`src/rtl/glitc_clock_sequencer.sv`:
```
// -----------------------------------------------------------------------------
// glitc_clock_sequencer
//
// Control-side sequencer for the GLITC clock generator. Runs in the PSCLK
// domain. It owns the generator's 3-bit control word and phase-control byte.
// It runs MMCM reset / input-select sequences with lock timeouts. It also
// performs multi-step fine phase shifts while tracking the absolute phase
// position modulo PS_WRAP.
//
// Ports:
//   clk_i          control clock, also the MMCM PSCLK
//   rst_n_i        asynchronous active-low reset
//   cmd_i          00 nop, 01 reset MMCMs, 10 select input, 11 phase shift
//   cmd_valid_i    command strobe, accepted when cmd_ready_o is high
//   cmd_ready_o    high only in IDLE
//   sel_i          select target: 0 = direct 25 MHz, 1 = x6.5 multiplier
//   ps_dir_i       shift direction: 1 = increment, 0 = decrement
//   ps_steps_i     shift step count
//   ctrl_o         [0] mmcm reset, [1] mult power-down, [2] clock select
//   status_i       async lock status: [0] sysclk MMCM, [1] mult MMCM
//   phase_ctrl_o   [0] PSEN, [1] PSINCDEC, [7:2] zero
//   phase_ctrl_i   [0] PSDONE (synchronous to clk_i), rest ignored
//   ps_pos_o       current phase position, 0..PS_WRAP-1
//   locked_o       required lock(s) present, synchronized
//   busy_o         high when not IDLE
//   done_o         one-cycle pulse on return to IDLE
//   err_o          sticky: [0] lock timeout, [1] PSDONE timeout, [2] shift refused
// -----------------------------------------------------------------------------
module glitc_clock_sequencer #(
    parameter int unsigned RESET_CYCLES = 16,
    parameter int unsigned LOCK_TIMEOUT = 65535,
    parameter int unsigned PS_TIMEOUT   = 255,
    parameter int unsigned PS_WRAP      = 672
) (
    input  logic       clk_i,
    input  logic       rst_n_i,
    input  logic [1:0] cmd_i,
    input  logic       cmd_valid_i,
    output logic       cmd_ready_o,
    input  logic       sel_i,
    input  logic       ps_dir_i,
    input  logic [7:0] ps_steps_i,
    output logic [2:0] ctrl_o,
    input  logic [1:0] status_i,
    output logic [7:0] phase_ctrl_o,
    input  logic [7:0] phase_ctrl_i,
    output logic [9:0] ps_pos_o,
    output logic       locked_o,
    output logic       busy_o,
    output logic       done_o,
    output logic [2:0] err_o
);

    // FSM encoding
    localparam logic [2:0] ST_IDLE      = 3'd0;
    localparam logic [2:0] ST_RST_HOLD  = 3'd1;
    localparam logic [2:0] ST_LOCK_WAIT = 3'd2;
    localparam logic [2:0] ST_PS_PULSE  = 3'd3;
    localparam logic [2:0] ST_PS_WAIT   = 3'd4;

    localparam logic [1:0] CMD_NOP    = 2'b00;
    localparam logic [1:0] CMD_RESET  = 2'b01;
    localparam logic [1:0] CMD_SELECT = 2'b10;

    // One shared counter serves reset hold, lock timeout and PSDONE timeout.
    localparam int unsigned MAX_A   = (RESET_CYCLES > LOCK_TIMEOUT) ? RESET_CYCLES : LOCK_TIMEOUT;
    localparam int unsigned MAX_CNT = (MAX_A > PS_TIMEOUT) ? MAX_A : PS_TIMEOUT;
    localparam int unsigned CNT_W   = (MAX_CNT < 2) ? 1 : $clog2(MAX_CNT + 1);

    localparam logic [CNT_W-1:0] RST_LAST  = CNT_W'(RESET_CYCLES - 1);
    localparam logic [CNT_W-1:0] LOCK_LAST = CNT_W'(LOCK_TIMEOUT - 1);
    localparam logic [CNT_W-1:0] PS_LAST   = CNT_W'(PS_TIMEOUT - 1);
    localparam logic [CNT_W-1:0] CNT_ONE   = CNT_W'(1);
    localparam logic [9:0]       POS_LAST  = 10'(PS_WRAP - 1);

    // State registers
    logic [2:0]       r_state;
    logic [CNT_W-1:0] r_cnt;
    logic [2:0]       r_ctrl;
    logic             r_dir;
    logic [7:0]       r_steps;
    logic [9:0]       r_pos;
    logic [2:0]       r_err;
    logic             r_done;
    logic [1:0]       r_sync1;
    logic [1:0]       r_sync2;

    // Next-state values
    logic [2:0]       w_state_nxt;
    logic [CNT_W-1:0] w_cnt_nxt;
    logic [2:0]       w_ctrl_nxt;
    logic             w_dir_nxt;
    logic [7:0]       w_steps_nxt;
    logic [9:0]       w_pos_nxt;
    logic [2:0]       w_err_nxt;
    logic             w_done_nxt;

    logic             w_req_lock;
    logic             w_locked;
    logic             w_accept;
    logic             w_psdone;
    logic             w_psen;
    logic [9:0]       w_pos_inc;
    logic [9:0]       w_pos_dec;
    logic             w_unused;

    // Only PSDONE is meaningful on the phase-control return byte.
    assign w_psdone = phase_ctrl_i[0];
    assign w_unused = ^phase_ctrl_i[7:1];

    // The multiplier lock only matters while the multiplier is the selected input.
    assign w_req_lock = r_sync2[0] & (r_ctrl[2] ? r_sync2[1] : 1'b1);
    assign w_locked   = w_req_lock & ~r_ctrl[0];
    assign w_accept   = cmd_valid_i & (r_state == ST_IDLE);
    assign w_psen     = (r_state == ST_PS_PULSE);

    assign w_pos_inc = (r_pos == POS_LAST) ? 10'd0 : r_pos + 10'd1;
    assign w_pos_dec = (r_pos == 10'd0) ? POS_LAST : r_pos - 10'd1;

    always_comb begin
        w_state_nxt = r_state;
        w_cnt_nxt   = r_cnt;
        w_ctrl_nxt  = r_ctrl;
        w_dir_nxt   = r_dir;
        w_steps_nxt = r_steps;
        w_pos_nxt   = r_pos;
        w_err_nxt   = r_err;
        w_done_nxt  = 1'b0;

        case (r_state)
            ST_IDLE: begin
                if (w_accept) begin
                    w_err_nxt = 3'b000;
                    case (cmd_i)
                        CMD_NOP: begin
                            w_done_nxt = 1'b1;
                        end
                        CMD_RESET: begin
                            w_ctrl_nxt[0] = 1'b1;
                            w_cnt_nxt     = '0;
                            w_pos_nxt     = 10'd0;
                            w_state_nxt   = ST_RST_HOLD;
                        end
                        CMD_SELECT: begin
                            // Power the multiplier down whenever it is not the source.
                            w_ctrl_nxt  = {sel_i, ~sel_i, 1'b1};
                            w_cnt_nxt   = '0;
                            w_pos_nxt   = 10'd0;
                            w_state_nxt = ST_RST_HOLD;
                        end
                        default: begin
                            // Phase shift
                            if (ps_steps_i == 8'd0) begin
                                w_done_nxt = 1'b1;
                            end else if (!w_locked) begin
                                w_err_nxt[2] = 1'b1;
                                w_done_nxt   = 1'b1;
                            end else begin
                                w_dir_nxt   = ps_dir_i;
                                w_steps_nxt = ps_steps_i;
                                w_state_nxt = ST_PS_PULSE;
                            end
                        end
                    endcase
                end
            end

            ST_RST_HOLD: begin
                w_pos_nxt = 10'd0;
                if (r_cnt == RST_LAST) begin
                    w_ctrl_nxt[0] = 1'b0;
                    w_cnt_nxt     = '0;
                    w_state_nxt   = ST_LOCK_WAIT;
                end else begin
                    w_cnt_nxt = r_cnt + CNT_ONE;
                end
            end

            ST_LOCK_WAIT: begin
                if (w_req_lock) begin
                    w_done_nxt  = 1'b1;
                    w_state_nxt = ST_IDLE;
                end else if (r_cnt == LOCK_LAST) begin
                    w_err_nxt[0] = 1'b1;
                    w_done_nxt   = 1'b1;
                    w_state_nxt  = ST_IDLE;
                end else begin
                    w_cnt_nxt = r_cnt + CNT_ONE;
                end
            end

            ST_PS_PULSE: begin
                w_cnt_nxt   = '0;
                w_state_nxt = ST_PS_WAIT;
            end

            ST_PS_WAIT: begin
                // PSDONE takes priority, so it wins against a timeout in the same cycle.
                if (w_psdone) begin
                    w_pos_nxt   = r_dir ? w_pos_inc : w_pos_dec;
                    w_steps_nxt = r_steps - 8'd1;
                    if (r_steps == 8'd1) begin
                        w_done_nxt  = 1'b1;
                        w_state_nxt = ST_IDLE;
                    end else begin
                        w_state_nxt = ST_PS_PULSE;
                    end
                end else if (r_cnt == PS_LAST) begin
                    w_err_nxt[1] = 1'b1;
                    w_steps_nxt  = 8'd0;
                    w_done_nxt   = 1'b1;
                    w_state_nxt  = ST_IDLE;
                end else begin
                    w_cnt_nxt = r_cnt + CNT_ONE;
                end
            end

            default: begin
                // Unreachable encodings recover through a full MMCM reset.
                w_ctrl_nxt[0] = 1'b1;
                w_cnt_nxt     = '0;
                w_pos_nxt     = 10'd0;
                w_state_nxt   = ST_RST_HOLD;
            end
        endcase
    end

    // The reset state is RST_HOLD, so reset release runs the startup sequence.
    always_ff @(posedge clk_i or negedge rst_n_i) begin
        if (!rst_n_i) begin
            r_state <= ST_RST_HOLD;
            r_cnt   <= '0;
            r_ctrl  <= 3'b011;
            r_dir   <= 1'b0;
            r_steps <= 8'd0;
            r_pos   <= 10'd0;
            r_err   <= 3'b000;
            r_done  <= 1'b0;
            r_sync1 <= 2'b00;
            r_sync2 <= 2'b00;
        end else begin
            r_state <= w_state_nxt;
            r_cnt   <= w_cnt_nxt;
            r_ctrl  <= w_ctrl_nxt;
            r_dir   <= w_dir_nxt;
            r_steps <= w_steps_nxt;
            r_pos   <= w_pos_nxt;
            r_err   <= w_err_nxt;
            r_done  <= w_done_nxt;
            r_sync1 <= status_i;
            r_sync2 <= r_sync1;
        end
    end

    assign cmd_ready_o  = (r_state == ST_IDLE);
    assign busy_o       = (r_state != ST_IDLE);
    assign done_o       = r_done;
    assign err_o        = r_err;
    assign ctrl_o       = r_ctrl;
    assign ps_pos_o     = r_pos;
    assign locked_o     = w_locked;
    assign phase_ctrl_o = {6'b000000, r_dir, w_psen};

endmodule
```
`config.mk`:
```
export PLATFORM = sky130hd
export DESIGN_NAME = glitc_clock_sequencer
export DESIGN_NICKNAME = d
export VERILOG_FILES = /design/src/rtl/glitc_clock_sequencer.sv
export SDC_FILE = /design/constraint.sdc
export NUM_CORES = 1
export LEC_CHECK = 0
export CORE_ASPECT_RATIO = 0.8
export CORE_MARGIN = 4
export CORE_UTILIZATION = 30
export CTS_CLUSTER_DIAMETER = 200
export DETAILED_ROUTE_END_ITERATION = 8
export GPL_TIMING_DRIVEN = 0
export PLACE_DENSITY_LB_ADDON = 0.12
export SLEW_MARGIN = 40
export SYNTH_ARGS = -nofsm -noshare
export SYNTH_HDL_FRONTEND = slang
export SYNTH_SLANG_ARGS = --single-unit
```
`constraint.sdc`:
```
create_clock -name clk_i -period 2.5 [get_ports clk_i]
set_input_delay 0.375 -clock clk_i [delete_from_list [all_inputs] [get_ports clk_i]]
set_output_delay 0.375 -clock clk_i [all_outputs]
set_load 0.02 [all_outputs]
```
# Word level (Yosys, flattened, before mapping)
# Cells that the tools add are included.
word_totals:
  register_bits: 49
  input_bits: 25
  out_inout_bits: 28
  wordCells: 133
op_classes:
  n_addsub: 4
  eq_ne: 29
  muxes: 57
  n_bitwise: 9
  n_reduce_logical: 21
ops:
  columns: ["op", "count"]
  rows:
  - ["two-way mux 16 bit", 7]
  - ["one-hot mux 16 bit (4 select lines)", 1]
  - ["two-way mux 10 bit", 6]
  - ["two-way mux 8 bit", 6]
  - ["one-hot mux 10 bit (3 select lines)", 1]
  - ["two-way mux 3 bit", 8]
  - ["!= test 2 bit, second input constant", 12]
  - ["two-way mux 1 bit", 18]
  - ["adder 16 x 1 -> 16 bit, second input constant", 1]
  - ["== test 16 bit, second input constant", 1]
  - ["== test 16 x 4 -> 1 bit, second input constant", 1]
  - ["== test 16 x 8 -> 1 bit, second input constant", 1]
  - ["one-hot mux 8 bit (2 select lines)", 1]
  - ["AND reduction 4 bit", 4]
  - ["one-hot mux 3 bit (5 select lines)", 1]
  - ["AND reduction 6 bit", 2]
  - ["adder 10 x 1 -> 10 bit, second input constant", 1]
  - ["== test 10 bit, second input constant", 1]
  - ["logical NOT 10 bit", 1]
  - ["subtractor 10 x 1 -> 10 bit, second input constant", 1]
  - ["!= test 3 bit, second input constant", 3]
  - ["== test 8 x 1 -> 1 bit, second input constant", 1]
  - ["logical NOT 8 bit", 1]
  - ["subtractor 8 x 1 -> 8 bit, second input constant", 1]
  - ["other kinds (23)", 39]

# Logic depth before layout (Yosys ltp)
# Gate-level depths: netlist (run 1).
depth:
  depth_word: 8
  ltp_mapped: 11

# Least setup slack after synthesis (run 1)
# OpenSTA, ideal clock, no wires.
synth_path:
  path_type: "flip-flop to flip-flop"
  start: "reg r_cnt[11]"
  end: "reg r_steps[6]"
  t_arrival_ns: 2.598
  t_required_ns: 2.377
  setup_slack_ns: -0.221
  path_stages_with_launch: 10
  period_less_slack_ns: 2.721
  cell_sequence: "dfrtp_1 or4_1 or4_1 buf_2 and3_1 or4_1 buf_2 buf_6 o21ai_1 o21ai_1"
synth_via:
  elab_chain_len: 3
synth_rtl:
  columns: ["item", "line", "text"]
  rows:
  - ["start: declaration", "78", "logic [CNT_W-1:0] r_cnt;"]
  - ["start signal: assignment", "243", "r_cnt <= w_cnt_nxt;"]
  - ["== test 16 x 8 -> 1 bit", "208", "end else if (r_cnt == PS_LAST) begin"]
  - ["!= test 3 bit (no line)", null, null]
  - ["AND reduction 6 bit (no line)", null, null]
  - ["end signal: assignment", "246", "r_steps <= w_steps_nxt;"]
  - ["end: declaration", "81", "logic [7:0] r_steps;"]
# No other way between the ends.
# A chain may end at the register's enable or synchronous reset.

# Worst setup path in the final report (run 1)
layout_path:
  start: "reg r_cnt[12]"
  end: "reg r_steps[6]"
# Same word-level chain as after synthesis.

==> results.cfg, run 1 <==
[sta]
max_clock_freq_mhz = 368
tightest_slew_ns = 0.589
rsz_0062_raised_after_global_routing = yes
worst_clock_skew_ns = 0.0112
layout_min_cycle_time_ns = 2.72
total_count_of_hold_check_failures_in_the_final_report = 0
layout_setup_ws_ns = -0.216
slew_viol_final = 0
share_of_the_clock_period_used_by_the_worst_path_after_layout_pct = 109
timing.max_slew.rel_slack_pct = 60.4
setup_viol = 17

[layout]
fraction_of_final_layout_cells_sized_beyond_drive_strength_1_pct = 14.6
flow.area_growth_from_synthesis_pct = 30.9
most_used_cells_in_the_layout_excluding_fill_and_tap_cells = sky130_fd_sc_hd__dfrtp_1 (43), sky130_fd_sc_hd__clkdlybuf4s50_1 (36), sky130_fd_sc_hd__o21ai_0 (35), sky130_fd_sc_hd__nand2_1 (28), sky130_fd_sc_hd__nor2_1 (25)
antenna_cells = 0
utilization_pct = 40.1
fillers = 1034
layout_commonest_cell = sky130_fd_sc_hd__dfrtp_1
design_area_um2 = 4090
num-nets-final = 465

[synth]
ys_dominant_reg_cell = sky130_fd_sc_hd__dfrtp_1
synthCells = 373
synth_simple_gate_area_share_pct = 22.2
synthXorXnorAreaFrac_pct = 0.841
synth-async-reset-ratio_pct = 100
syn_avg_cell_area_um2 = 8.37
yosysUniqueCellTypes = 56
compound_gate_fraction_of_synth_area_pct = 25.2
ys_seq_elements = 49
synth_sequential_area_ratio_pct = 39.4
syn_area_um2 = 3120
synth-edff-count = 0
combinational_family_with_the_most_area_after_synthesis = compound AO/OA/AOI/OAI gates
yosys_warnings = 0
yosys.area_share.adder_pct = 3.61
synth.mux.area_fraction_pct = 1.68

[setup_path]
timing_worst_setup_path_type = flip-flop to flip-flop
critical_path.endpoint_type = flip-flop
critPathLaunchType = flip-flop
critical_path_peak_fanout = 8
worstPathRequired_ns = 2.68
arrival_ns = 2.90

[floorplanning]
fp.dieArea_um2 = 12100
floorplan.die.width_um = 122
row_count = 33
starting_density_of_the_core_pct = 30.6
die_y_um = 99.3
core_area_um2 = 10200
ios = 53

[drt]
ant_nets = 0
drt-pass1-iter-count = 4
drt-total-wl_um = 8620
detailroute.via_count = 2974
drc = 0
routedWlPerCell_um = 15.1
viasPerCell = 5.20
dr.first_iter.drc_count = 186

[clocking]
clk_pin_slew_ns = 0.07
clk-insertion-delay-late_ns = 0.30
clock_sinks = 49
numCtsBuffers = 5
clock-root-buffer = sky130_fd_sc_hd__clkbuf_16
cts_tree = yes
h-tree-depth = 2
cts_buffer_depth = 2

[global_route]
grt_start_max_net_pins = 38
globalRoute.totalOverflow = 0
grtUsageTotal_pct = 14.7
grt_antenna_before_repair = 0
global_route_wire_length_before_repair_um = 14400
grt_pass1_vias = 2832

[placed_design]
dp.final_hpwl_um = 6150
port_buffers = 38
place.gp.congestion = 0.823
place_area_um2 = 3720

[power]
power.sequential.fraction_pct = 27.2
share_of_total_power_in_combinational_logic_pct = 54.1
power.net_switching_mw = 1.86
internal_power_mw = 2.41
clock_network_power_share_pct = 18.7
overall_power_mw = 4.28
vdd_ir_drop_max_v = 0.000404
switching_share_pct = 43.6
leakage_nw = 1.72
power_density_nw_per_um2 = 1050

[min_path]
hp-class = flip-flop to flip-flop

[status]
run_status = complete, but fails checks
failed_checks = setup timing

[run]
max-cap-violations = 0
-- registers in the layout (all words and copies together), names as in the netlist --
signal	cells
done_o	1
ps_pos_o	10
r_steps	8
r_cnt	16
r_sync2	2
r_dir	1
ctrl_o	3
r_state	3
r_sync1	2
err_o	3
-- cells by family (layout without fill, tap and decap cells) --
| group | after synthesis | in the layout |
|---|---|---|
| buf+inv | 47 | 101 |
| other cells | 1 | 6 |
| mux | 5 | 5 |
| simple gates | 133 | 133 |
| flops | 49 | 49 |
| xor+xnor | 3 | 3 |
| compound gates | 126 | 126 |
| fa+ha+maj | 9 | 9 |
-- timing repair --
action	CTS	global route
hold endpoints to repair	10	0
endpoints found under the setup margin	25	27
gates resized for setup	37	12
hold buffers	1	0
buffers inserted	6	2
cloned	2	0
pin swaps	5	4
-- synth_stat cells (3+ instances only) --
master / number / share of area [%]
sky130_fd_sc_hd__ha_1: 9 / 3.6
sky130_fd_sc_hd__dfrtp_1: 46 / 37
sky130_fd_sc_hd__nor2b_1: 8 / 1.6
sky130_fd_sc_hd__and3_1: 9 / 1.8
sky130_fd_sc_hd__a22o_1: 4 / 1.1
sky130_fd_sc_hd__inv_1: 19 / 2.3
sky130_fd_sc_hd__o21ai_1: 3 / 0.48
sky130_fd_sc_hd__o21ai_0: 44 / 7.1
sky130_fd_sc_hd__nand4_1: 7 / 1.4
sky130_fd_sc_hd__buf_4: 8 / 1.9
sky130_fd_sc_hd__a211oi_1: 4 / 0.96
sky130_fd_sc_hd__nor3_1: 9 / 1.4
sky130_fd_sc_hd__mux2i_1: 3 / 0.96
sky130_fd_sc_hd__nand3_1: 13 / 2.1
sky130_fd_sc_hd__and2_1: 5 / 1.0
sky130_fd_sc_hd__nor2_1: 25 / 3.0
sky130_fd_sc_hd__a21boi_0: 3 / 0.72
sky130_fd_sc_hd__clkbuf_1: 17 / 2.0
sky130_fd_sc_hd__o211ai_1: 5 / 1.2
sky130_fd_sc_hd__a22oi_1: 4 / 0.96
sky130_fd_sc_hd__nand2_1: 29 / 3.5
sky130_fd_sc_hd__or3_1: 5 / 1.0
sky130_fd_sc_hd__a211o_1: 3 / 0.84
sky130_fd_sc_hd__nor4_1: 5 / 1.0
sky130_fd_sc_hd__a21oi_1: 21 / 3.4
sky130_fd_sc_hd__nand3b_1: 3 / 0.72
sky130_fd_sc_hd__o31ai_1: 12 / 2.9
sky130_fd_sc_hd__dfstp_2: 3 / 2.5
sky130_fd_sc_hd__or4_1: 5 / 1.2
sky130_fd_sc_hd__a31oi_1: 7 / 1.4
-- path summary, 6_finish.rpt --
kind                            slack (ns)         end  cells after the start  startpoint
worst max register to register       -0.22  r_steps[6]                      7   r_cnt[12]
worst min-delay path                  0.36  r_sync2[0]                      0  r_sync1[0]
max in group asynchronous             1.51  r_state[0]                      3     rst_n_i
min in group asynchronous             0.46  r_sync2[1]                      2     rst_n_i
worst min register to register        0.36  r_sync2[0]                      0  r_sync1[0]
worst max-delay path                 -0.22  r_steps[6]                      7   r_cnt[12]
-- layout make-up --
type                            count  area, um2  share of cell area, %
Clock inverter                      3       46.3                   1.13
Clock buffer                        5        125                   3.06
Buffer                             24        150                   3.67
Inverter                           19       71.3                   1.74
Tap cell                          140        175                   4.28
Multi-Input combinational cell    282       1800                   44.1
Sequential cell                    49       1230                   30.2
Timing Repair Buffer               50        483                   11.8
-- metrics by stage --
stage          worst slack, ns  hold slack [ns]  setup TNS (ns)  cells
3_3_place_gp            -0.707            0.336          -37.48    556
5_1_grt                 -0.290            0.382           -3.31    572
4_1_cts                 -0.293            0.358           -2.68    572
6_report                -0.216            0.355           -1.54    572
3_5_place_dp            -0.673            0.238           -9.69    557
2_1_floorplan           -0.221           0.0794           -1.67    378
-- worst max-delay path: stages (launching register included) --
cell and delay (ns):
sky130_fd_sc_hd__dfrtp_1 0.42, sky130_fd_sc_hd__or4_4 0.53, sky130_fd_sc_hd__or4_4 0.51, sky130_fd_sc_hd__and3_4 0.20, sky130_fd_sc_hd__or4_4 0.61, sky130_fd_sc_hd__buf_6 0.17
sky130_fd_sc_hd__o21ai_1 0.10, sky130_fd_sc_hd__o21ai_1 0.07
-- layer usage --
| metal | vias to the layer above | track usage [%] | wire, um | part of all wire [%] |
|---|---|---|---|---|
| li1 | 1476 | - | - | - |
| met1 | 1416 | 22.4 | 4480 | 52 |
| met2 | 75 | 21.3 | 3610 | 42 |
| met3 | 7 | 3.41 | 458 | 5.3 |
| met4 | 0 | 2.75 | 68 | 0.79 |
| met5 | - | 0 | 0 | 0 |
-- power groups by stage --
| stage | Clock [mW] | Sequential (mW) | Combinational (mW) |
|---|---|---|---|
| 3_3_place_gp | 0 | 1.17 | 2.09 |
| 2_1_floorplan | 0 | 1.23 | 1.34 |
| 4_1_cts | 0.825 | 1.16 | 2.30 |
| 3_5_place_dp | 0 | 1.18 | 2.10 |
| 6_report | 0.798 | 1.16 | 2.31 |
| 5_1_grt | 0.851 | 1.20 | 2.57 |
Power figures use the tool's default switching activity.
==> run 2: changes to the inputs <==
Settings changed: CORE_MARGIN 4 to 1.5, MAX_ROUTING_LAYER set to met4.
==> run 2 against run 1 <==
Net effect:
- the run still ends with setup timing left
- first-iteration DRC count increased by 14%
- worst setup slack better by 0.030 ns
- register-to-register slack gained 0.03 ns
- final area is 0.49% lower
- critical path depth unchanged
- hold slack worse by 0.0023 ns
- fmax grew 1.1%
- count of clock-buffer cells in the layout stayed put
- wire length decreased by 0.80%
- cell count fell by 0.35%
- largest cell class unchanged
==> results.cfg, run 2 (synthesized netlist as in run 1, its figures left out) <==
[global_route]
grt_pass1_vias = 2876
grt_antenna_before_repair = 0
grtUsageTotal_pct = 17.2
grt_start_max_net_pins = 38
globalRoute.totalOverflow = 0
global_route_wire_length_before_repair_um = 14300

[sta]
setup_viol = 8
total_count_of_hold_check_failures_in_the_final_report = 0
worst_clock_skew_ns = 0.0107
rsz_0062_raised_after_global_routing = yes
max_clock_freq_mhz = 372
timing.max_slew.rel_slack_pct = 59.3
tightest_slew_ns = 0.610
worst_hold_slack_ns = 0.353
slew_viol_final = 0
layout_min_cycle_time_ns = 2.69
share_of_the_clock_period_used_by_the_worst_path_after_layout_pct = 107
layout_setup_ws_ns = -0.185

[layout]
area_of_the_multi_input_gates_um2 = 1800
fillers = 1049
flow.area_growth_from_synthesis_pct = 30.3
fraction_of_final_layout_cells_sized_beyond_drive_strength_1_pct = 13.5
largest_register_ff_count = 16
most_used_cells_in_the_layout_excluding_fill_and_tap_cells = sky130_fd_sc_hd__dfrtp_1 (45), sky130_fd_sc_hd__o21ai_0 (42), sky130_fd_sc_hd__clkdlybuf4s50_1 (36), sky130_fd_sc_hd__nand2_1 (28), sky130_fd_sc_hd__nor2_1 (25)
largest-register = r_cnt
layout_commonest_cell = sky130_fd_sc_hd__dfrtp_1
num-nets-final = 463
area_of_all_sequential_standard_cells_um2 = 1230
antenna_cells = 0

[floorplanning]
floorplan.die.width_um = 117
starting_density_of_the_core_pct = 30.6
fp.dieArea_um2 = 11000
die_y_um = 94.3
core_area_um2 = 10200
row_count = 33
ios = 53

[setup_path]
critPathLaunchType = flip-flop
crit_path_cell_trace = or4_4 > or4_4 > and3_4 > or4_4 > buf_6 > o21ai_2 > o21ai_1
worst_path_largest_cell_delay_ns = 0.60
crit_top_cell = sky130_fd_sc_hd__or4_4
r2r_setup_slk_ns = -0.19
slowest_stage_cell_cp = sky130_fd_sc_hd__or4_4
critPathBufInv = 1
timing.critical_path.max_delay_family = simple AND/OR/NAND/NOR gates
critical_path.endpoint_type = flip-flop
timing_worst_setup_path_type = flip-flop to flip-flop
arrival_ns = 2.87
critical_path_peak_fanout = 8
worstPathRequired_ns = 2.68

[drt]
ant_nets = 0
detailroute.via_count = 2995
drt-pass1-iter-count = 4
drt-total-wl_um = 8550
viasPerCell = 5.25
drc = 0
routedWlPerCell_um = 15.0
dr.first_iter.drc_count = 212

[clocking]
clk_pin_slew_ns = 0.07
numCtsBuffers = 5
clock-root-buffer = sky130_fd_sc_hd__clkbuf_16
cts_buffer_depth = 2
clock_sinks = 49
clk-insertion-delay-late_ns = 0.30
h-tree-depth = 2
cts_tree = yes

[power]
vdd_ir_drop_max_v = 0.000408
overall_power_mw = 4.31
leakage_nw = 1.71
power_density_nw_per_um2 = 1060

[min_path]
hp-class = flip-flop to flip-flop

[status]
run_status = complete, but fails checks
failed_checks = setup timing

[placed_design]
worst_setup_slack_post_dpl_ns = -0.690
port_buffers = 38
dp.final_hpwl_um = 6090
place.gp.congestion = 0.839

[run]
max-cap-violations = 0
## run 2: path summary, 6_finish.rpt
kind | startpoint | end | cells after the start
max in group asynchronous | rst_n_i | r_state[0] | 3
min reg2reg | r_sync1[0] | r_sync2[0] | 0
max | r_cnt[12] | r_steps[6] | 7
max reg2reg | r_cnt[12] | r_steps[6] | 7
min in group asynchronous | rst_n_i | r_sync2[1] | 2
min | r_sync1[0] | r_sync2[0] | 0
## run 2: cell type report
type                            instances  share of cell area (%)
Multi-Input combinational cell        282                    44.1
Sequential cell                        49                    30.3
Timing Repair Buffer                   48                    11.4
Tap cell                              140                    4.31
Buffer                                 24                    3.47
Clock buffer                            5                    3.08
Inverter                               19                    1.75
Clock inverter                          3                    1.60
## run 2: per-stage QoR
step	util, %	cells	TNS, ns	area (um2)
after floorplan	-	378	-1.67	3140
after global placement	36.3	556	-36.69	3700
after detailed placement	36.5	557	-10.0	3720
after CTS	39.5	572	-2.06	4030
after global routing	39.9	570	-1.98	4070
final	39.9	570	-1.32	4070
## run 2: routing by layer
metal,track usage [%],wire length (um)
met1,25.0,4580
met2,23.3,3490
met3,3.74,364
met4,5.62,124
met5,-,0
## run 2: repair_timing
action | 4_1_cts | 5_1_grt
gates cloned | 1 | 0
endpoints found under the setup margin | 25 | 26
endpoints found under the hold margin | 10 | 0
setup buffers | 7 | 0
pin swaps | 6 | 4
hold buffers | 1 | 0
gates resized for setup | 20 | 18
## run 2: power breakdown
part	internal, mW	total [mW]	switching (mW)
logic	0.907	2.26	1.35
registers	0.992	1.17	0.175
clock network	0.572	0.888	0.316
==> run 3: changes to the inputs <==
Settings changed: DONT_BUFFER_PORTS set to 1, RECOVER_POWER set to 50.
==> run 3 against run 2 <==
Net effect:
- the run still ends with setup timing left
- register-to-register slack better by 0.11 ns
- worst setup slack better by 0.11 ns
- wire length is 1.9% higher
- clock skew is 0.00060 ns lower
- count of clock-buffer cells in the layout stayed put
- hold slack worse by 0.25 ns
- utilization is 4.0 points lower
- sequential cell count stayed put
- global-route usage is 0.11 points lower
- highest routed layer unchanged
==> results.cfg, run 3 (synthesized netlist as in run 1, its figures left out) <==
[sta]
worst_clock_skew_ns = 0.0101
slew_viol_final = 0
share_of_the_clock_period_used_by_the_worst_path_after_layout_pct = 103
tightest_slew_ns = 1.29
setup_tns_ns = -0.307
layout_min_cycle_time_ns = 2.58
max_clock_freq_mhz = 388
layout_setup_ws_ns = -0.0773
rsz_0062_raised_after_global_routing = yes
timing.max_slew.rel_slack_pct = 13.8
total_count_of_hold_check_failures_in_the_final_report = 0
setup_viol = 7

[floorplanning]
floorplan.die.width_um = 117
starting_density_of_the_core_pct = 30.6
row_count = 33
fp.dieArea_um2 = 11000
core_area_um2 = 10200
die_y_um = 94.3
ios = 53

[power]
internal_power_mw = 2.10
switching_share_pct = 46.7
overall_power_mw = 3.93
clock_network_power_share_pct = 17.8
power_density_nw_per_um2 = 1070
share_of_total_power_in_combinational_logic_pct = 49.8
power.sequential.fraction_pct = 32.5
power.net_switching_mw = 1.83
leakage_nw = 1.54
vdd_ir_drop_max_v = 0.000309

[layout]
fraction_of_final_layout_cells_sized_beyond_drive_strength_1_pct = 16.0
most_used_cells_in_the_layout_excluding_fill_and_tap_cells = sky130_fd_sc_hd__dfrtp_1 (44), sky130_fd_sc_hd__o21ai_0 (40), sky130_fd_sc_hd__nand2_1 (28), sky130_fd_sc_hd__nor2_1 (25), sky130_fd_sc_hd__a21oi_1 (21)
finish.cell_count_without_fillers = 535
layout_commonest_cell = sky130_fd_sc_hd__dfrtp_1
largest-register = r_cnt
utilization_pct = 35.9
num-nets-final = 427
flow.area_growth_from_synthesis_pct = 17.3
largest_register_ff_count = 16
fillers = 1070

[setup_path]
timing_worst_setup_path_type = flip-flop to flip-flop
critical_path.endpoint_type = flip-flop
rr_endpoint = r_steps[6]
arrival_ns = 2.76
critPathLaunchType = flip-flop
reg2reg_depth = 7
r2r_setup_slk_ns = -0.08
rr_startpoint = r_cnt[12]
critical_path_peak_fanout = 8
worstPathRequired_ns = 2.68

[placed_design]
numPlacedInstances = 518
place.gp.congestion = 0.841
port_buffers = 0
dp.final_hpwl_um = 6040
worst_setup_slack_post_dpl_ns = -0.751

[clocking]
clk-insertion-delay-late_ns = 0.30
cts_buffer_depth = 2
numCtsBuffers = 5
clock_sinks = 49
h-tree-depth = 2
cts_tree = yes
clock-root-buffer = sky130_fd_sc_hd__clkbuf_16
clk_pin_slew_ns = 0.07

[min_path]
hp-class = input pin to flip-flop
worstHoldStart = status_i[1]
hold_path_end = r_sync1[1]
whs_path_depth = 0

[drt]
drc = 0
ant_nets = 0
dr.first_iter.drc_count = 229
viasPerCell = 5.33
detailroute.via_count = 2853
drt-pass1-iter-count = 4
drt-total-wl_um = 8710
routedWlPerCell_um = 16.3

[global_route]
global_route_wire_length_before_repair_um = 14100
grtUsageTotal_pct = 17.1
grt_antenna_before_repair = 1
grt_pass1_vias = 2742
globalRoute.totalOverflow = 0
grt_start_max_net_pins = 50

[run]
max-cap-violations = 0

[status]
failed_checks = setup timing
run_status = complete, but fails checks
-- run 3: changes by cell type in the layout (fill, tap and decap cells not counted), moves of 2 or more --
cell and change:
sky130_fd_sc_hd__bufinv_16 -2, sky130_fd_sc_hd__clkbuf_1 +2, sky130_fd_sc_hd__clkdlybuf4s50_1 -36, sky130_fd_sc_hd__nor3_1 -2, sky130_fd_sc_hd__nor3_2 +2, sky130_fd_sc_hd__o21ai_0 -2, sky130_fd_sc_hd__o21ai_2 +2
-- run 3: worst max-delay path: stages, from the launching register on --
cell and delay [ns]:
sky130_fd_sc_hd__dfrtp_1 0.38, sky130_fd_sc_hd__or4_4 0.55, sky130_fd_sc_hd__or4_4 0.52, sky130_fd_sc_hd__and3_4 0.20, sky130_fd_sc_hd__or4_4 0.49, sky130_fd_sc_hd__buf_6 0.17, sky130_fd_sc_hd__o21ai_2 0.09, sky130_fd_sc_hd__o21ai_1 0.07
-- run 3: area by class of cell --
| type | instances | area, um2 | share of cell area, % |
|---|---|---|---|
| Multi-Input combinational cell | 282 | 1810 | 49.3 |
| Sequential cell | 49 | 1230 | 33.6 |
| Tap cell | 140 | 175 | 4.78 |
| Buffer | 24 | 141 | 3.86 |
| Clock buffer | 5 | 125 | 3.41 |
| Timing Repair Buffer | 12 | 87.6 | 2.39 |
| Inverter | 19 | 71.3 | 1.95 |
| Clock inverter | 3 | 21.3 | 0.580 |
| Antenna cell | 1 | 2.50 | 0.0683 |
-- run 3: power groups by stage --
stage,logic (mW),registers (mW),clock network [mW]
3_5_place_dp,1.76,1.29,0
2_1_floorplan,1.34,1.23,0
3_3_place_gp,1.75,1.28,0
4_1_cts,1.92,1.27,0.719
6_report,1.96,1.28,0.699
5_1_grt,2.21,1.31,0.758
-- run 3: how the worst max path moves through the flow --
stage | to | startpoint | slack (ns) | depth (start not counted)
2_1_floorplan | r_steps[6] | r_cnt[11] | -0.22 | 9
3_3_place_gp | r_cnt[13] | r_cnt[11] | -0.72 | 8
3_5_place_dp | r_cnt[13] | r_cnt[11] | -0.75 | 8
4_1_cts | r_steps[6] | r_cnt[9] | -0.28 | 9
5_1_grt | r_steps[6] | r_cnt[12] | -0.15 | 7
6_report | r_steps[6] | r_cnt[12] | -0.08 | 7
-- run 3: what timing repair did --
action | 4_1_cts | 5_1_grt
endpoints found under the setup margin | 25 | 27
hold buffers | 2 | 0
buffers inserted | 8 | 1
pin swaps | 5 | 4
resized for setup | 25 | 14
cloned | 1 | 0
hold endpoints to repair | 49 | 0
-- run 3: per-stage QoR --
step                hold WS, ns  instance area [um2]
floorplan                0.0794                 3140
global placement         0.0816                 3320
detailed placement       0.0819                 3330
CTS                      0.0953                 3660
global route             0.0843                 3660
finish                    0.102                 3660
-- run 3: metal layers --
metal  vias up  share of wire, %  global-route usage, %  wire length [um]
li1       1408                 -                      -                 -
met1      1373                51                   25.1              4430
met2        68                42                   23.3              3630
met3         4               6.9                   4.45               597
met4         0              0.72                   3.41                63
met5         -                 0                      -                 0
==> variant 1, RTL diff (flow settings as in run 2) <==
Set the parameter `LOCK_TIMEOUT` to 131070 (it was 65535).
--- a/src/rtl/glitc_clock_sequencer.sv
+++ b/src/rtl/glitc_clock_sequencer.sv
@@ -30,3 +30,3 @@
     parameter int unsigned RESET_CYCLES = 16,
-    parameter int unsigned LOCK_TIMEOUT = 65535,
+    parameter int unsigned LOCK_TIMEOUT = 131070,
     parameter int unsigned PS_TIMEOUT   = 255,
Formal check against the unedited RTL: no difference found for any inputs over 10 cycles, from zero or initial values and one cycle with rst_n_i low; that may be too few to reach the edited logic, so the function may still have changed.
==> variant 1 against run 2 <==
Synthesized cell count decreased by 0.80%. Via count is 1.8% lower. Worst setup slack improved by 0.28 ns. Final cell count fell by 0.35%. Combinational power is 5% higher. Die area is 1.4% higher. Sequential cell count increased by 1. Count of clock-buffer cells in the layout rose by 1. Core utilization shrank 0.89 points. Design area decreased by 1.4%. Power is 1.7% higher. Area after synthesis increased by 1.4%. Routed wire length hardly changed. Non-clock buffer count decreased by 1. Critical endpoint is now cmd_ready_o. Largest cell class unchanged. Largest power group unchanged. Highest routed layer unchanged.
==> variant 1: results (changes against run 2) <==
* Register area share after synthesis at 0.396 (+0.00230)
* Mux cell area share after synthesis at 0.0166 (-0.000239)
* Placed cells at 554 (-0.54%)
* Met2 Use GR at 0.225 (-0.00828)
* Post-synth top cells: 47 x dfrtp_1, 36 x nor2_1, 28 x nand2_1
* Status: complete, no violations
* PostCTS Resize Cnt at 1 (-95%)
* Layout cell share with drive strength beyond 1 at 0.105 (-0.0297)
* Max VDD drop at 433 µV (+6.0%)
* Pre-CTS setup slack at -0.464 ns (+0.226 ns)
* Switch share at 0.444 (+0.0172)
* Max-Slew Margin vs Limit at 0.536 (-0.0572)
* Met2 Wirelength at 3.48 mm (-0.29%)
* Nets at 462 (-0.22%)
* Seq pwr at 0.00121 W (+3%)
* Leakage at 1.72 nW (+0.61%)
* Largest net degree at the start of global routing at 27 (-29%)
* Placed Area at 0.00376 mm² (+1.1%)
* Routability cong. at 0.775 (-7.5%)
* Gr usage total at 0.164 (-0.00730)
* GR Util met3 at 0.0290 (-0.00843)
* Complex-gate fraction of the synthesized area at 0.214 (-0.0379)
* HPWL Detailed at 6.28 mm (+3.2%)
* Met1 global-route usage at 0.249 (-0.000856)
* XOR/XNOR Fraction of Synth Area at 0.0276 (+0.0192)
* Combinational fraction of design power at 0.543 (+0.019)
* Syn Inst Count at 370 (-0.80%)
* Synth area leaders: dfrtp_1 37%, nor2_1 4.3%, ha_1 3.9%, o21ai_0 3.6%, a21oi_1 3.5%
* Reg power frac at 0.276 (+0.006)
==> variant 1: cell count changes after synthesis, moves of 3 or more <==
| cell | delta |
|---|---|
| nand2b_1 | +6 |
| a41oi_1 | +3 |
| o21ai_0 | -21 |
| or3_1 | +3 |
| nor2b_1 | -8 |
| o21ai_1 | +5 |
| a21o_1 | +3 |
| and2_1 | -4 |
| nor2_1 | +11 |
| xor2_1 | +7 |
| o31ai_1 | -6 |
| o211ai_1 | -4 |
| or4_1 | -3 |
==> variant 1: final cells by class <==
cell class | instances | area, µm² | area share
multi-input combinational | 280 | 1750 | 0.436
timing repair buffer | 47 | 460 | 0.115
clock inverter | 2 | 37.5 | 0.00936
buffer | 24 | 134 | 0.0334
sequential | 50 | 1250 | 0.313
inverter | 19 | 71.3 | 0.0178
clock buffer | 6 | 129 | 0.0321
tap | 140 | 175 | 0.0437
==> variant 1: worst max-delay path, stage by stage (launching register included) <==
cell and delay [ns]:
dfrtp_1 0.39, clkbuf_1 0.24, nor2_2 0.24, nand2_1 0.12, inv_1 0.13, clkdlybuf4s50_1 0.62
==> variant 1: path summary, 6_finish.rpt <==
kind | start | endpoint | slack [ns] | depth (start not counted)
max | r_state[1]$_DFFE_PN0P_ | cmd_ready_o | 0.09 | 5
min reg2reg | r_sync1[0]$_DFF_PN0_ | r_sync2[0]$_DFF_PN0_ | 0.35 | 0
max in group asynchronous | rst_n_i | ctrl_o[0]$_DFFE_PN1P_ | 1.44 | 3
min in group asynchronous | rst_n_i | ps_pos_o[8]$_DFFE_PN0P_ | 0.53 | 2
max reg2reg | r_cnt[9]$_DFFE_PN0P_ | r_steps[7]$_DFFE_PN0P_ | 0.11 | 7
min | r_sync1[0]$_DFF_PN0_ | r_sync2[0]$_DFF_PN0_ | 0.35 | 0
==> variant 2, RTL diff (flow settings as in run 2) <==
Made on the original files. Make the reset (`rst_n_i`) synchronous in one clocked block. Comments in the files are not updated.
--- a/src/rtl/glitc_clock_sequencer.sv
+++ b/src/rtl/glitc_clock_sequencer.sv
@@ -228,3 +228,3 @@
     // The reset state is RST_HOLD, so reset release runs the startup sequence.
-    always_ff @(posedge clk_i or negedge rst_n_i) begin
+    always_ff @(posedge clk_i) begin
         if (!rst_n_i) begin
Check against the original RTL: no difference found for any inputs over 10 cycles, from zero or initial values and one cycle with rst_n_i low; that may be too few to reach the edited logic, so the function may still have changed.
==> variant 2 against run 2 <==
Sequential cell count stayed put. Worst setup slack better by 0.28 ns. Count of clock-buffer cells in the layout stayed put. Routed wire length is 13% higher. Core utilization is 0.45 points lower. Design area hardly changed. Area after synthesis is 2.7% higher.
Power is not compared: it rests on default switching activity, and its combinational part moved more than twofold at a synthesized area within 25%.
==> variant 2: results (changes against run 2) <==
* Async set-reset flop share out of synthesis at 0 (-1.00)
* Vias/cell at 5.45 (+3.7%)
* Drt first pass iters at 4 (unchanged)
* FF-to-FF path depth at 5 (-2)
* Distinct cells, synth at 69 (+23%)
* Wire per inst at 16.1 µm (+7.0%)
* Max reg flops at 16 (unchanged)
* Worst-Margin Slew at 0.716 ns (+0.106 ns)
* Status: complete, no violations
* HPWL Detailed at 7.03 mm (+15%)
* Crit-path max FO at 10 (+2)
* Clk Latency, worst-skew pair at 0.30 ns (about the same)
* Layout cell share with drive strength beyond 1 at 0.115 (-0.0199)
* HP Class: reg -> reg
* Arrival time worst endpoint at 2.03 ns (-0.84 ns)
* Slowest-stage cell, CP: clkdlybuf4s50_1
* Hold-critical path depth at 1 (+1)
* Root Buffer: clkbuf_16
* Max VDD drop at 272 µV
* Largest net degree at the start of global routing at 16 (-58%)
* Synth area leaders: dfxtp_1 31%, a21oi_1 5.0%, o31ai_1 4.4%, nand2_1 4.2%, o21ai_0 3.7%
* Iteration-0 DRC Markers at 196 (-7.5%)
* I/O Buffers at 39 (+2.6%)
* N_diodes at 0 (unchanged)
* First-pass GRT wire length at 15.5 mm (+8.1%)
* Nets at 494 (+6.7%)
* Clk slew on worst S/H paths at 0.07 ns (about the same)
* H-tree depth at 2 (unchanged)
* Ys flop type: dfxtp_1
* Synth warn at 0 (unchanged)
* Register area share after synthesis at 0.306 (-0.0881)
* Post-synth top cells: 49 x dfxtp_1, 36 x nand2_1, 32 x a21oi_1
* Vias in the first global route at 3029 (+5.3%)
* Clock buffer depth at 2 (unchanged)
* Largest stage delay on the critical path at 0.52 ns (-0.08 ns)
* Max_cap viols at 0 (unchanged)
* Pre-CTS setup slack at -0.531 ns (+0.159 ns)
* Initial antenna violation count at 0 (unchanged)
* Largest register by flop count: r_cnt
* TritonCTS Buffers at 5 (unchanged)
* Fillers at 1083 (+3.2%)
* Gr usage total at 0.176 (+0.00452)
* Routability cong. at 0.884 (+5.4%)
* Leakage at 1.42 nW
* Post-Route Skew at 0.00794 ns (-0.00272 ns)
==> variant 2: worst max-delay path: cells and delay by family, from the launching register on <==
kind	cells	cell delay (ns)
buf+inv	4	1.16
flops	1	0.35
simple gates	1	0.23
==> variant 2: cell type report <==
| class | instances | share of cell area |
|---|---|---|
| plain buffers | 30 | 0.0427 |
| inverters | 22 | 0.0212 |
| multi-input cells | 311 | 0.505 |
| well taps | 140 | 0.0430 |
| repair buffers | 41 | 0.100 |
| clock buffers | 5 | 0.0307 |
| clock inverters | 3 | 0.0160 |
| flip-flops and latches | 49 | 0.241 |
==> variant 2: cell families after synthesis <==
group	Yosys count	synth area share
XOR/XNOR	6	0.0164
flip-flops	49	0.306
AO/OA/AOI/OAI	127	0.275
multiplexers	3	0.00936
AND/OR/NAND/NOR	160	0.281
buffers and inverters	52	0.0764
adder cells (fa/ha/maj)	9	0.0351
other	1	0.00117
==> variant 2: path summary, 6_finish.rpt <==
kind / startpoint / end / slack, ns
setup / recovery: r_state[2]$_SDFFE_PN0P_ / phase_ctrl_o[0] / 0.09
hold / removal: r_sync1[1]$_SDFF_PN0_ / r_sync2[1]$_SDFF_PN0_ / 0.44
setup reg to reg: r_cnt[11]$_SDFFE_PN0P_ / r_steps[1]$_SDFFE_PN0P_ / 0.16
hold reg to reg: r_sync1[1]$_SDFF_PN0_ / r_sync2[1]$_SDFF_PN0_ / 0.44
==> variant 2: metrics by stage <==
step / instances / TNS [ns] / hold slack (ns) / area (µm²)
after CTS: 600 / -0.0104 / 0.444 / 4020
final: 601 / 0 / 0.444 / 4070
after global placement: 591 / -6.92 / 0.422 / 3790
after global routing: 601 / -0.00510 / 0.457 / 4070
after floorplan: 412 / 0 / 0.412 / 3230
after detailed placement: 591 / -6.53 / 0.428 / 3790
==> variant 2: metal layers <==
layer,routed length [µm],vias to the layer above,GRT usage,share of wire
met5,0,-,-,0
met4,76,0,0.0472,0.0079
met3,456,8,0.0293,0.047
met2,4000,88,0.250,0.41
met1,5120,1541,0.256,0.53
li1,-,1638,-,-
==> variant 2: power breakdown <==
| group | switching, W | internal [W] |
|---|---|---|
| registers | 0.0000371 | 0.000812 |
| clock network | 0.000319 | 0.000572 |
| logic | 0.000227 | 0.000151 |
| total | 0.000584 | 0.00154 |
==> variant 2: repair_timing <==
action,in CTS,in global routing
pin swaps,0,2
setup endpoints to repair,15,17
resized for setup,7,11
setup buffers,1,1
